<file path="src/rtl/id_pkg.sv">
// id_pkg: decode constants, control encodings and the decoded control bundle
package id_pkg;
   localparam logic [6:0] OP_LW  = 7'b0000011;
   localparam logic [6:0] OP_SW  = 7'b0100011;
   localparam logic [6:0] OP_R   = 7'b0110011;
   localparam logic [6:0] OP_BR  = 7'b1100011;
   localparam logic [6:0] OP_I   = 7'b0010011;
   localparam logic [6:0] OP_JAL = 7'b1101111;
   localparam logic [6:0] OP_LUI = 7'b0110111;
   typedef enum logic [3:0] {
      ALU_ADD = 4'b0000, ALU_SUB = 4'b0001, ALU_AND = 4'b0010, ALU_OR   = 4'b0011,
      ALU_XOR = 4'b0100, ALU_SLT = 4'b0101, ALU_SRA = 4'b0110, ALU_SRL  = 4'b0111,
      ALU_SLL = 4'b1000, ALU_SLTU = 4'b1001
   } alu_t;
   typedef enum logic [1:0] {RES_ALU = 2'b00, RES_MEM = 2'b01, RES_PC4 = 2'b10, RES_IMM = 2'b11} res_t;
   typedef enum logic [2:0] {IMM_NONE, IMM_I, IMM_S, IMM_B, IMM_J, IMM_U} imm_t;
   typedef struct packed {
      logic reg_write;
      logic mem_write;
      logic alu_src;
      logic branch;
      logic jump;
      logic illegal;
      logic use_rs1;
      logic use_rs2;
      res_t result_src;
      alu_t alu_ctrl;
      imm_t imm_type;
   } ctrl_t;
   // alt selects sub (funct3 000) or sra (funct3 101); callers gate it per opcode
   function automatic alu_t alu_decode(input logic [2:0] f3, input logic alt);
      case (f3)
         3'b000:  return alt ? ALU_SUB : ALU_ADD;
         3'b001:  return ALU_SLL;
         3'b010:  return ALU_SLT;
         3'b011:  return ALU_SLTU;
         3'b100:  return ALU_XOR;
         3'b101:  return alt ? ALU_SRA : ALU_SRL;
         3'b110:  return ALU_OR;
         default: return ALU_AND;
      endcase
   endfunction
endpackage

</file>
<file path="src/rtl/id_stage_if.sv">
// id_stage_if: ID/EX pipeline register bundle
// master: driven by id_stage; slave: consumed by EX
interface id_stage_if #(parameter int XLEN = 32, parameter int RAW = 5, parameter int PCW = 5);
   logic            ex_valid, ex_mem_write, ex_alu_src, ex_reg_write, ex_branch, ex_jump, ex_illegal;
   logic [1:0]      ex_result_src;
   logic [3:0]      ex_alu_ctrl;
   logic [2:0]      ex_funct3;
   logic [XLEN-1:0] ex_rd1, ex_rd2, ex_imm;
   logic [RAW-1:0]  ex_rs1, ex_rs2, ex_rd;
   logic [PCW-1:0]  ex_pc, ex_pc_next;
   modport master (output ex_valid, ex_mem_write, ex_alu_src, ex_reg_write, ex_branch, ex_jump,
                   ex_illegal, ex_result_src, ex_alu_ctrl, ex_funct3, ex_rd1, ex_rd2, ex_imm,
                   ex_rs1, ex_rs2, ex_rd, ex_pc, ex_pc_next);
   modport slave  (input  ex_valid, ex_mem_write, ex_alu_src, ex_reg_write, ex_branch, ex_jump,
                   ex_illegal, ex_result_src, ex_alu_ctrl, ex_funct3, ex_rd1, ex_rd2, ex_imm,
                   ex_rs1, ex_rs2, ex_rd, ex_pc, ex_pc_next);
endinterface

</file>
<file path="src/rtl/id_regfile.sv">
// id_regfile: NREG x XLEN register file, x0 hardwired to zero, writeback bypass on reads
// ports: clk, reset; wb_en/wb_addr/wb_data write port; ra1/ra2 read addresses -> rd1/rd2
module id_regfile #(
   parameter int XLEN = 32,
   parameter int NREG = 32,
   localparam int RAW = $clog2(NREG)
) (
   input  logic            clk,
   input  logic            reset,
   input  logic            wb_en,
   input  logic [RAW-1:0]  wb_addr,
   input  logic [XLEN-1:0] wb_data,
   input  logic [RAW-1:0]  ra1,
   input  logic [RAW-1:0]  ra2,
   output logic [XLEN-1:0] rd1,
   output logic [XLEN-1:0] rd2
);
   logic [XLEN-1:0] regs [NREG];
   logic            wr;
   assign wr = wb_en && wb_addr != '0;
   always_ff @(posedge clk) begin
      if (reset)
         for (int i = 0; i < NREG; i++) regs[i] <= '0;
      else if (wr)
         regs[wb_addr] <= wb_data;
   end
   assign rd1 = ra1 == '0 ? '0 : (wr && wb_addr == ra1) ? wb_data : regs[ra1];
   assign rd2 = ra2 == '0 ? '0 : (wr && wb_addr == ra2) ? wb_data : regs[ra2];
endmodule

</file>
<file path="src/rtl/id_stage.sv">
// id_stage: instruction decode, immediate generation, load-use hazard detection, ID/EX register
// ports: clk, reset; instr/in_valid/pc/pc_next from IF/ID; stall_in, flush from EX/branch unit;
//        wb_* writeback port; load_use_stall to IF; ex (id_stage_if.master) ID/EX outputs
module id_stage
   import id_pkg::*;
#(
   parameter int XLEN = 32,
   parameter int NREG = 32,
   parameter int PCW  = 5,
   localparam int RAW = $clog2(NREG)
) (
   input  logic            clk,
   input  logic            reset,
   input  logic [31:0]     instr,
   input  logic            in_valid,
   input  logic [PCW-1:0]  pc,
   input  logic [PCW-1:0]  pc_next,
   input  logic            stall_in,
   input  logic            flush,
   input  logic            wb_en,
   input  logic [RAW-1:0]  wb_addr,
   input  logic [XLEN-1:0] wb_data,
   output logic            load_use_stall,
   id_stage_if.master      ex
);
   logic [6:0]      op;
   logic [2:0]      f3;
   logic [RAW-1:0]  rs1, rs2, rd;
   logic [XLEN-1:0] rd1, rd2, imm;
   ctrl_t           c, ctl;
   logic            hazard, bubble;
   assign op  = instr[6:0];
   assign f3  = instr[14:12];
   assign rs1 = instr[15+:RAW];
   assign rs2 = instr[20+:RAW];
   assign rd  = instr[7+:RAW];
   id_regfile #(.XLEN(XLEN), .NREG(NREG)) u_rf (
      .clk(clk), .reset(reset), .wb_en(wb_en), .wb_addr(wb_addr), .wb_data(wb_data),
      .ra1(rs1), .ra2(rs2), .rd1(rd1), .rd2(rd2)
   );
   always_comb begin
      c = '0;
      case (op)
         OP_LW:  begin c.reg_write = 1'b1; c.alu_src = 1'b1; c.result_src = RES_MEM; c.imm_type = IMM_I; c.use_rs1 = 1'b1; end
         OP_SW:  begin c.mem_write = 1'b1; c.alu_src = 1'b1; c.imm_type = IMM_S; c.use_rs1 = 1'b1; c.use_rs2 = 1'b1; end
         OP_R:   begin c.reg_write = 1'b1; c.alu_ctrl = alu_decode(f3, instr[30]); c.use_rs1 = 1'b1; c.use_rs2 = 1'b1; end
         OP_BR:  begin c.branch = 1'b1; c.alu_ctrl = ALU_SUB; c.imm_type = IMM_B; c.use_rs1 = 1'b1; c.use_rs2 = 1'b1; end
         // bit 30 is immediate data for addi etc.; only shifts-right reuse it as sra select
         OP_I:   begin c.reg_write = 1'b1; c.alu_src = 1'b1; c.alu_ctrl = alu_decode(f3, f3 == 3'b101 && instr[30]); c.imm_type = IMM_I; c.use_rs1 = 1'b1; end
         OP_JAL: begin c.reg_write = 1'b1; c.jump = 1'b1; c.result_src = RES_PC4; c.imm_type = IMM_J; end
         OP_LUI: begin c.reg_write = 1'b1; c.alu_src = 1'b1; c.result_src = RES_IMM; c.imm_type = IMM_U; end
         default: c.illegal = 1'b1;
      endcase
   end
   assign ctl = in_valid ? c : '0;
   always_comb begin
      imm = ctl.imm_type == IMM_I ? {{(XLEN-11){instr[31]}}, instr[30:20]} :
            ctl.imm_type == IMM_S ? {{(XLEN-11){instr[31]}}, instr[30:25], instr[11:7]} :
            ctl.imm_type == IMM_B ? {{(XLEN-12){instr[31]}}, instr[7], instr[30:25], instr[11:8], 1'b0} :
            ctl.imm_type == IMM_J ? {{(XLEN-20){instr[31]}}, instr[19:12], instr[20], instr[30:21], 1'b0} :
            ctl.imm_type == IMM_U ? {{(XLEN-31){instr[31]}}, instr[30:12], 12'b0} : '0;
   end
   assign hazard = ex.ex_valid && ex.ex_result_src == RES_MEM && ex.ex_rd != '0 && in_valid &&
                   ((c.use_rs1 && rs1 == ex.ex_rd) || (c.use_rs2 && rs2 == ex.ex_rd));
   assign load_use_stall = hazard && !flush;
   // stall_in outranks the load-use bubble: a held EX stage keeps its instruction
   assign bubble = reset || flush || (!stall_in && hazard);
   always_ff @(posedge clk) begin
      if (bubble) begin
         ex.ex_valid      <= 1'b0;
         ex.ex_mem_write  <= 1'b0;
         ex.ex_alu_src    <= 1'b0;
         ex.ex_reg_write  <= 1'b0;
         ex.ex_branch     <= 1'b0;
         ex.ex_jump       <= 1'b0;
         ex.ex_illegal    <= 1'b0;
         ex.ex_result_src <= '0;
         ex.ex_alu_ctrl   <= '0;
         ex.ex_funct3     <= '0;
         ex.ex_rd1        <= '0;
         ex.ex_rd2        <= '0;
         ex.ex_imm        <= '0;
         ex.ex_rs1        <= '0;
         ex.ex_rs2        <= '0;
         ex.ex_rd         <= '0;
         ex.ex_pc         <= '0;
         ex.ex_pc_next    <= '0;
      end else if (!stall_in) begin
         ex.ex_valid      <= in_valid;
         ex.ex_mem_write  <= ctl.mem_write;
         ex.ex_alu_src    <= ctl.alu_src;
         ex.ex_reg_write  <= ctl.reg_write;
         ex.ex_branch     <= ctl.branch;
         ex.ex_jump       <= ctl.jump;
         ex.ex_illegal    <= ctl.illegal;
         ex.ex_result_src <= ctl.result_src;
         ex.ex_alu_ctrl   <= ctl.alu_ctrl;
         ex.ex_funct3     <= (in_valid && !c.illegal) ? f3 : 3'b0;
         ex.ex_rd1        <= rd1;
         ex.ex_rd2        <= rd2;
         ex.ex_imm        <= imm;
         ex.ex_rs1        <= rs1;
         ex.ex_rs2        <= rs2;
         ex.ex_rd         <= rd;
         ex.ex_pc         <= pc;
         ex.ex_pc_next    <= pc_next;
      end
   end
endmodule

</file>
<file path="src/flat_wrapper.sv">
// flat-port wrapper written by rule: the top's interface ports become plain ports
module id_stage_flat import id_pkg::*;
#(
   parameter int XLEN = 32,
   parameter int NREG = 32,
   parameter int PCW  = 5,
   localparam int RAW = $clog2(NREG)
)
  (clk, reset, instr, in_valid, pc, pc_next, stall_in, flush, wb_en, wb_addr, wb_data, load_use_stall, ex_ex_valid, ex_ex_mem_write, ex_ex_alu_src, ex_ex_reg_write, ex_ex_branch, ex_ex_jump, ex_ex_illegal, ex_ex_result_src, ex_ex_alu_ctrl, ex_ex_funct3, ex_ex_rd1, ex_ex_rd2, ex_ex_imm, ex_ex_rs1, ex_ex_rs2, ex_ex_rd, ex_ex_pc, ex_ex_pc_next);
  id_stage_if #(.XLEN(XLEN), .RAW(5), .PCW(PCW)) ex_i ();
  input  logic clk;
  input  logic reset;
  input  logic [31:0] instr;
  input  logic in_valid;
  input  logic [PCW-1:0] pc;
  input  logic [PCW-1:0] pc_next;
  input  logic stall_in;
  input  logic flush;
  input  logic wb_en;
  input  logic [RAW-1:0] wb_addr;
  input  logic [XLEN-1:0] wb_data;
  output logic load_use_stall;
  output wire logic [$bits(ex_i.ex_valid)-1:0] ex_ex_valid;
  output wire logic [$bits(ex_i.ex_mem_write)-1:0] ex_ex_mem_write;
  output wire logic [$bits(ex_i.ex_alu_src)-1:0] ex_ex_alu_src;
  output wire logic [$bits(ex_i.ex_reg_write)-1:0] ex_ex_reg_write;
  output wire logic [$bits(ex_i.ex_branch)-1:0] ex_ex_branch;
  output wire logic [$bits(ex_i.ex_jump)-1:0] ex_ex_jump;
  output wire logic [$bits(ex_i.ex_illegal)-1:0] ex_ex_illegal;
  output wire logic [$bits(ex_i.ex_result_src)-1:0] ex_ex_result_src;
  output wire logic [$bits(ex_i.ex_alu_ctrl)-1:0] ex_ex_alu_ctrl;
  output wire logic [$bits(ex_i.ex_funct3)-1:0] ex_ex_funct3;
  output wire logic [$bits(ex_i.ex_rd1)-1:0] ex_ex_rd1;
  output wire logic [$bits(ex_i.ex_rd2)-1:0] ex_ex_rd2;
  output wire logic [$bits(ex_i.ex_imm)-1:0] ex_ex_imm;
  output wire logic [$bits(ex_i.ex_rs1)-1:0] ex_ex_rs1;
  output wire logic [$bits(ex_i.ex_rs2)-1:0] ex_ex_rs2;
  output wire logic [$bits(ex_i.ex_rd)-1:0] ex_ex_rd;
  output wire logic [$bits(ex_i.ex_pc)-1:0] ex_ex_pc;
  output wire logic [$bits(ex_i.ex_pc_next)-1:0] ex_ex_pc_next;
  assign ex_ex_valid = ex_i.ex_valid;
  assign ex_ex_mem_write = ex_i.ex_mem_write;
  assign ex_ex_alu_src = ex_i.ex_alu_src;
  assign ex_ex_reg_write = ex_i.ex_reg_write;
  assign ex_ex_branch = ex_i.ex_branch;
  assign ex_ex_jump = ex_i.ex_jump;
  assign ex_ex_illegal = ex_i.ex_illegal;
  assign ex_ex_result_src = ex_i.ex_result_src;
  assign ex_ex_alu_ctrl = ex_i.ex_alu_ctrl;
  assign ex_ex_funct3 = ex_i.ex_funct3;
  assign ex_ex_rd1 = ex_i.ex_rd1;
  assign ex_ex_rd2 = ex_i.ex_rd2;
  assign ex_ex_imm = ex_i.ex_imm;
  assign ex_ex_rs1 = ex_i.ex_rs1;
  assign ex_ex_rs2 = ex_i.ex_rs2;
  assign ex_ex_rd = ex_i.ex_rd;
  assign ex_ex_pc = ex_i.ex_pc;
  assign ex_ex_pc_next = ex_i.ex_pc_next;
  id_stage #(.XLEN(XLEN), .NREG(NREG), .PCW(PCW)) u_core (.clk(clk), .reset(reset), .instr(instr), .in_valid(in_valid), .pc(pc), .pc_next(pc_next), .stall_in(stall_in), .flush(flush), .wb_en(wb_en), .wb_addr(wb_addr), .wb_data(wb_data), .load_use_stall(load_use_stall), .ex(ex_i));
endmodule
</file>
<file path="config.mk">
export PLATFORM = sky130hd
export DESIGN_NAME = id_stage_flat
export DESIGN_NICKNAME = d
export VERILOG_FILES = /design/src/rtl/id_pkg.sv /design/src/rtl/id_stage_if.sv /design/src/rtl/id_regfile.sv /design/src/rtl/id_stage.sv /design/src/flat_wrapper.sv
export SDC_FILE = /design/constraint.sdc
export NUM_CORES = 2
export LEC_CHECK = 0
export CAP_MARGIN = 10
export CELL_PAD_IN_SITES_DETAIL_PLACEMENT = 2
export CELL_PAD_IN_SITES_GLOBAL_PLACEMENT = 2
export CORE_MARGIN = 2
export CORE_UTILIZATION = 47
export DETAILED_ROUTE_END_ITERATION = 16
export GPL_TIMING_DRIVEN = 1
export PLACE_DENSITY = 0.85
export SKIP_LAST_GASP = 1
export SYNTH_ARGS = -nofsm -noshare
export SYNTH_HDL_FRONTEND = slang
export SYNTH_SLANG_ARGS = --single-unit
</file>
<file path="constraint.sdc">
create_clock -name clk -period 4.2 [get_ports clk]
set_clock_uncertainty 0.1 [all_clocks]
set_input_delay 1.05 -clock clk [delete_from_list [all_inputs] [get_ports clk]]
set_output_delay 1.05 -clock clk [all_outputs]
set_load 0.02 [all_outputs]
</file>
Yosys cells after proc, flatten, opt, wreduce, memory -nomap -nowiden
Memory sizes are Yosys's and may differ from the RTL's.
Index checks and enable logic that the tools add are counted.
{"block": "word_totals", "regBits": 137, "latch_bits": 0, "mem_bits_rw": 1024, "romBits": 0, "input_bits": 85, "output_inout_bits": 138, "wordCells": 108, "n_memories": 1}
{"memory": "u_core.u_rf.regs", "words": 32, "width": 32, "read_ports": 2, "rd_clocked_by_memory_dff": 0, "wr": 32, "line": "id_regfile.sv:18", "source": "logic [XLEN-1:0] regs [NREG];"}
{"block": "op_classes", "add_sub_neg": 0, "mul": 0, "div": 0, "n_lt_le_gt_ge": 0, "n_eq_ne": 23, "n_shift": 0, "muxes": 36, "n_bitwise": 0, "n_reduce_logical": 30}
{"operator": "two-way mux 32 bit", "n": 10}
{"operator": "one-hot mux 4 bit (7 select lines)", "n": 2}
{"operator": "OR reduction 32 bit", "n": 1}
{"operator": "equality test 7 x 6 -> 1 bit, second input constant", "n": 3}
{"operator": "equality test 5 bit", "n": 4}
{"operator": "two-way mux 1 bit", "n": 18}
{"operator": "two-way mux 17 bit", "n": 1}
{"operator": "equality test 3 bit, second input constant", "n": 5}
{"operator": "one-hot mux 3 bit (5 select lines)", "n": 1}
{"operator": "equality test 7 bit, second input constant", "n": 2}
{"operator": "logical AND 1 bit", "n": 13}
{"operator": "equality test 3 x 2 -> 1 bit, second input constant", "n": 4}
{"operator": "one-hot mux 4 bit (3 select lines)", "n": 1}
{"operator": "logical NOT 5 bit", "n": 2}
{"operator": "nonzero test 5 bit", "n": 2}
{"operator": "OR reduction 5 bit", "n": 2}
{"operator": "equality test 7 x 2 -> 1 bit, second input constant", "n": 1}
{"operator": "equality test 7 x 5 -> 1 bit, second input constant", "n": 1}
{"operator": "OR reduction 7 bit", "n": 1}
{"operator": "equality test 3 x 1 -> 1 bit, second input constant", "n": 2}
{"operator": "one-hot mux 2 bit (3 select lines)", "n": 1}
{"operator": "two-way mux 5 bit", "n": 1}
{"operator": "OR reduction 4 bit", "n": 1}
{"operator": "logical NOT 3 bit", "n": 1}
{"operator": "other kinds (6)", "n": 9}

Longest topological paths before layout
{"block": "logic_depth", "depth_word": 12, "depth_mapped": 9, "ltp_nobuf": 6}

Hierarchy
Synthesis repeated with hierarchy kept, for this count alone.
{"block": "unflattened", "cells_unflattened": 4495, "hier_area_um2": 61222.5}
{"module": "id_regfile", "instances": 1, "cells_per_inst": 3918, "area_per_inst_um2": 55723.4, "seq_area_each_um2": 30749.5}
{"module": "id_stage", "instances": 1, "cells_per_inst": 577, "area_per_inst_um2": 5499.0, "seq_area_each_um2": 2742.6}

Least setup slack after synthesis
Ideal clock, no wire load.
{"block": "synth_path", "kind": "input -> output", "start": "input instr[4]", "end": "output load_use_stall", "arrival_ps": 2283, "required_ps": 3050, "setup_slack_ps": 767, "stages": 5, "path_buffers": 1, "path_cell_list": "buf_2 > nand2b_4 > a211oi_2 > o211ai_4 > nor3_1"}
{"block": "synth_via", "elab_chain_len": 7, "word_cells_on_any_way": 14}
{"element": "from (decl)", "line": "flat_wrapper.sv:13", "source": "input logic [31:0] instr;"}
{"element": "equality test 7 x 2 -> 1 bit, or another cell as far along", "line": "id_stage.sv:43", "source": "case (op)"}
{"element": "OR reduction 5 bit (no line) or OR reduction 3 bit (tied branches)"}
{"element": "two-way mux 1 bit", "line": "id_stage.sv:43"}
{"element": "logical AND 1 bit", "line": "id_stage.sv:64", "source": "((c.use_rs1 && rs1 == ex.ex_rd) || (c.use_rs2 && rs2 == ex.ex_rd));"}
{"element": "logical OR 1 bit (*)", "line": "id_stage.sv:64"}
{"element": "logical AND 1 bit (*)", "line": "id_stage.sv:63", "source": "assign hazard = ex.ex_valid && ex.ex_result_src == RES_MEM && ex.ex_rd != '0 && in_valid &&"}
{"element": "logical AND 1 bit (*)", "line": "id_stage.sv:65", "source": "assign load_use_stall = hazard && !flush;"}
{"element": "to (decl)", "line": "flat_wrapper.sv:22", "source": "output logic load_use_stall;"}
Every way passes the cells marked *; elsewhere a longest branch is shown, timed or not.

Worst setup path after layout
{"block": "layout_path", "start": "input in_valid", "end": "output load_use_stall"}
{"block": "layout_via", "elab_chain_len": 3}
{"element": "from (decl)", "line": "flat_wrapper.sv:14", "source": "input logic in_valid;"}
{"element": "logical AND 1 bit (2 in series)", "line": "id_stage.sv:63"}
{"element": "logical AND 1 bit", "line": "id_stage.sv:65"}
Every way passes these cells.

==> impl_metrics.py <==
metrics = {
    "cts": {
        "clkTransAtPathRegs_ns": 0.06,
        "cts_setup_buffers": 0,
        "cts_hold_buf": 0,
        "cts_root_buf": "clkbuf_16",
        "cts_tree": "done",
        "htree_levels": 4,
        "clk_latency_ns": 0.84,
        "clock-sinks": 1161,
        "cts_made_buffers": 135,
        "ctsResizeCount": 0,
        "cts_buffer_depth": 3,
    },
    "global_routing": {
        "antenna_found_initial": 23,
        "overflow": 0,
        "grt_usage_pct": 42.5,
        "grt_pass1_vias": 51520,
        "grt_start_max_net_pins": 108,
        "grt_pass1_wl_mm": 396,
    },
    "synthesis": {
        "ys_types": 68,
        "yosysMostFrequentCell": "edfxtp_1",
        "async_reset_ff_share_pct": 0,
        "syn-instance-count": 4665,
        "synth_edf_count": 1024,
        "synthXorXnorAreaFrac_pct": 0.304,
        "ys_ff_latch": 1161,
        "synth.area.top_cells": "edfxtp_1 51%, and2_1 10%, mux4_2 9.7%",
        "netlist_area_sq_um": 60500,
        "synth_flop_cell": "edfxtp_1",
        "ys_top_cells_by_count": "1,024 x edfxtp_1, 995 x and2_1, 532 x mux2i_1, 342 x clkbuf_1, 260 x mux4_2",
        "ys_seq_area_share_pct": 55.4,
        "synth-adder-area-share_pct": 0,
        "synthMuxAreaShare_pct": 18.5,
        "synth_compound_area_share_pct": 6.12,
        "synth_top_family_by_area": "multiplexers",
        "synth.largest_area_cell": "edfxtp_1",
        "syn_avg_cell_area_sq_um": 13.0,
        "yosys_warnings": 0,
        "synth_simple_gate_area_share_pct": 16.4,
        "synth_top_area_share_pct": 50.8,
    },
    "worst_setup_path": {
        "required_ns": 3.05,
        "cp-end-kind": "primary output",
        "rr_worst_depth": 7,
        "ff2ff_setup_slack_ns": 1.36,
        "critical_path_class": "input port to primary output",
        "crit_start": "in_valid",
        "r2r-start": "u_core.ex.ex_rd[0]$_SDFFE_PP0N_",
        "worstSetupStartpointType": "input port",
        "reg2reg_to": "u_core.ex.ex_rd2[15]$_SDFFE_PP0N_",
        "critPathArrivalTime_ns": 2.64,
        "crit_fanout": 2,
    },
    "place": {
        "dp_hpwl_mm": 160,
        "globalplace.congestion": 0.866,
        "io_buffer_count": 222,
        "place_area_sq_um": 65500,
    },
    "floorplanning": {
        "dieHeight_microns": 363,
        "coreArea_sq_um": 128000,
        "rows": 131,
        "design.die.area_sq_um": 132000,
        "boundaryPins": 223,
        "die_w_microns": 363,
        "start_util_pct": 47.4,
    },
    "min_path": {
        "min-delay-start": "u_core.ex.ex_branch$_SDFFE_PP0N_",
        "hold_depth": 2,
        "hold_class": "flop to flop",
        "hold-path-endpoint": "u_core.ex.ex_branch$_SDFFE_PP0N_",
    },
    "timing": {
        "finalCritPeriodShare_pct": 90.2,
        "whs_ns": 0.376,
        "final_max_slew_viol_count": 0,
        "fmax_ghz": 0.264,
        "slew_headroom_pct": 6.65,
        "fin_crit_ns": 3.79,
        "rsz0062_at_grt": "false",
        "tns_ns": 0,
        "hold_violations": 0,
        "tightest_slew_ns": 1.40,
        "setup_viol": 0,
    },
    "detailed_routing": {
        "vias": 48820,
        "drtIter0Drc": 7797,
        "drt-total-wl_mm": 293,
        "viasPerCell": 7.41,
        "drtPass1Iterations": 6,
        "drc": 0,
        "wire_per_inst_microns": 44.5,
        "antenna_left": 0,
    },
    "cells_and_area": {
        "nets": 4890,
        "area_growth_pct": 15.7,
        "final_area_sq_um": 70000,
        "drive_gt1_share_pct": 15.4,
    },
    "power_and_ir_drop": {
        "ir_drop_v": 0.000497,
        "p_leak_nw": 25.5,
        "power_density_nw_per_um2": 416,
    },
    "outcome": {
        "status": "completed",
    },
    "flow_run": {
        "maxCapViolations": 0,
    },
}
[layout by cell type, fill, tap and decap left out, drive strengths merged, types with 100 or more instances in the layout]
cell / count
a21oi: 209
clkdlybuf4s50: 214
mux4: 260
mux2i: 532
nand2: 100
a22oi: 195
buf: 219
edfxtp: 1024
nor2b: 131
nand3: 141
and2: 995
clkbuf: 194
dfxtp: 137
[critical path, stage by stage]
cell and delay [ns]:
clkdlybuf4s50_1 0.50, nand3_1 0.16, nor3_1 0.20, buf_4 0.16, o211ai_4 0.08, nor3_1 0.22
dlymetal6s2s_1 0.27
[power by group]
part	internal, mW	leakage, nW	total (mW)	switching (mW)
Sequential	13.2	10.9	13.7	0.496
Combinational	1.31	12.6	3.61	2.30
Clock	6.32	2.00	11.8	5.49
Total	20.8	25.5	29.1	8.28
[state kept, by name (all words and copies together) (netlist names), 2 cells and up]
register and cells:
u_core.ex.ex_rs1 5, u_core.ex.ex_imm 32, u_core.ex.ex_rd2 32, u_core.ex.ex_rd 5, u_core.ex.ex_funct3 3, u_core.u_rf.regs 1024, u_core.ex.ex_pc_next 5, u_core.ex.ex_pc 5
u_core.ex.ex_rd1 32, u_core.ex.ex_rs2 5, u_core.ex.ex_result_src 2, u_core.ex.ex_alu_ctrl 4
[cell type report]
cell class                 instances  area [sq um]
fill                           11406         57700
sequential                      1161         33500
multi-input combinational       3050         25400
timing repair buffer             438          4870
clock buffer                     190          3720
tap                             1662          2080
clock inverter                    56           364
inverter                          19          71.3
antenna                           12          30.0
[worst max-delay path by stage]
stage / to
after floorplan: load_use_stall
after global placement: load_use_stall
after detailed placement: load_use_stall
after CTS: load_use_stall
after global routing: load_use_stall
final: load_use_stall
[routing by layer]
layer	vias to the layer above	global-route usage (%)	share of wire (%)
li1	17666	-	-
met1	25056	50.1	34
met2	4546	67.7	46
met3	1540	11.3	12
met4	12	30.1	8.6
met5	-	0	0.051
[cells by family after synthesis]
logic type                Yosys count
buffers and inverters             485
DFF                              1161
muxes                             793
xor gates and xnor gates           21
AOI/OAI and AO/OA                 532
and+or+nand+nor                  1672
other                               1
[through the flow]
step	std cells	power [mW]	setup WS [ns]	utilization, %
2_1_floorplan	4696	15.5	0.767	-
3_3_place_gp	6317	16.8	-0.0122	51.3
3_5_place_dp	6317	17.1	0.0653	51.3
4_1_cts	6563	28.7	0.0271	54.5
5_1_grt	6578	29.4	0.332	54.8
6_report	6588	29.1	0.413	54.8
No activity file was read; power rests on OpenSTA's default activity.
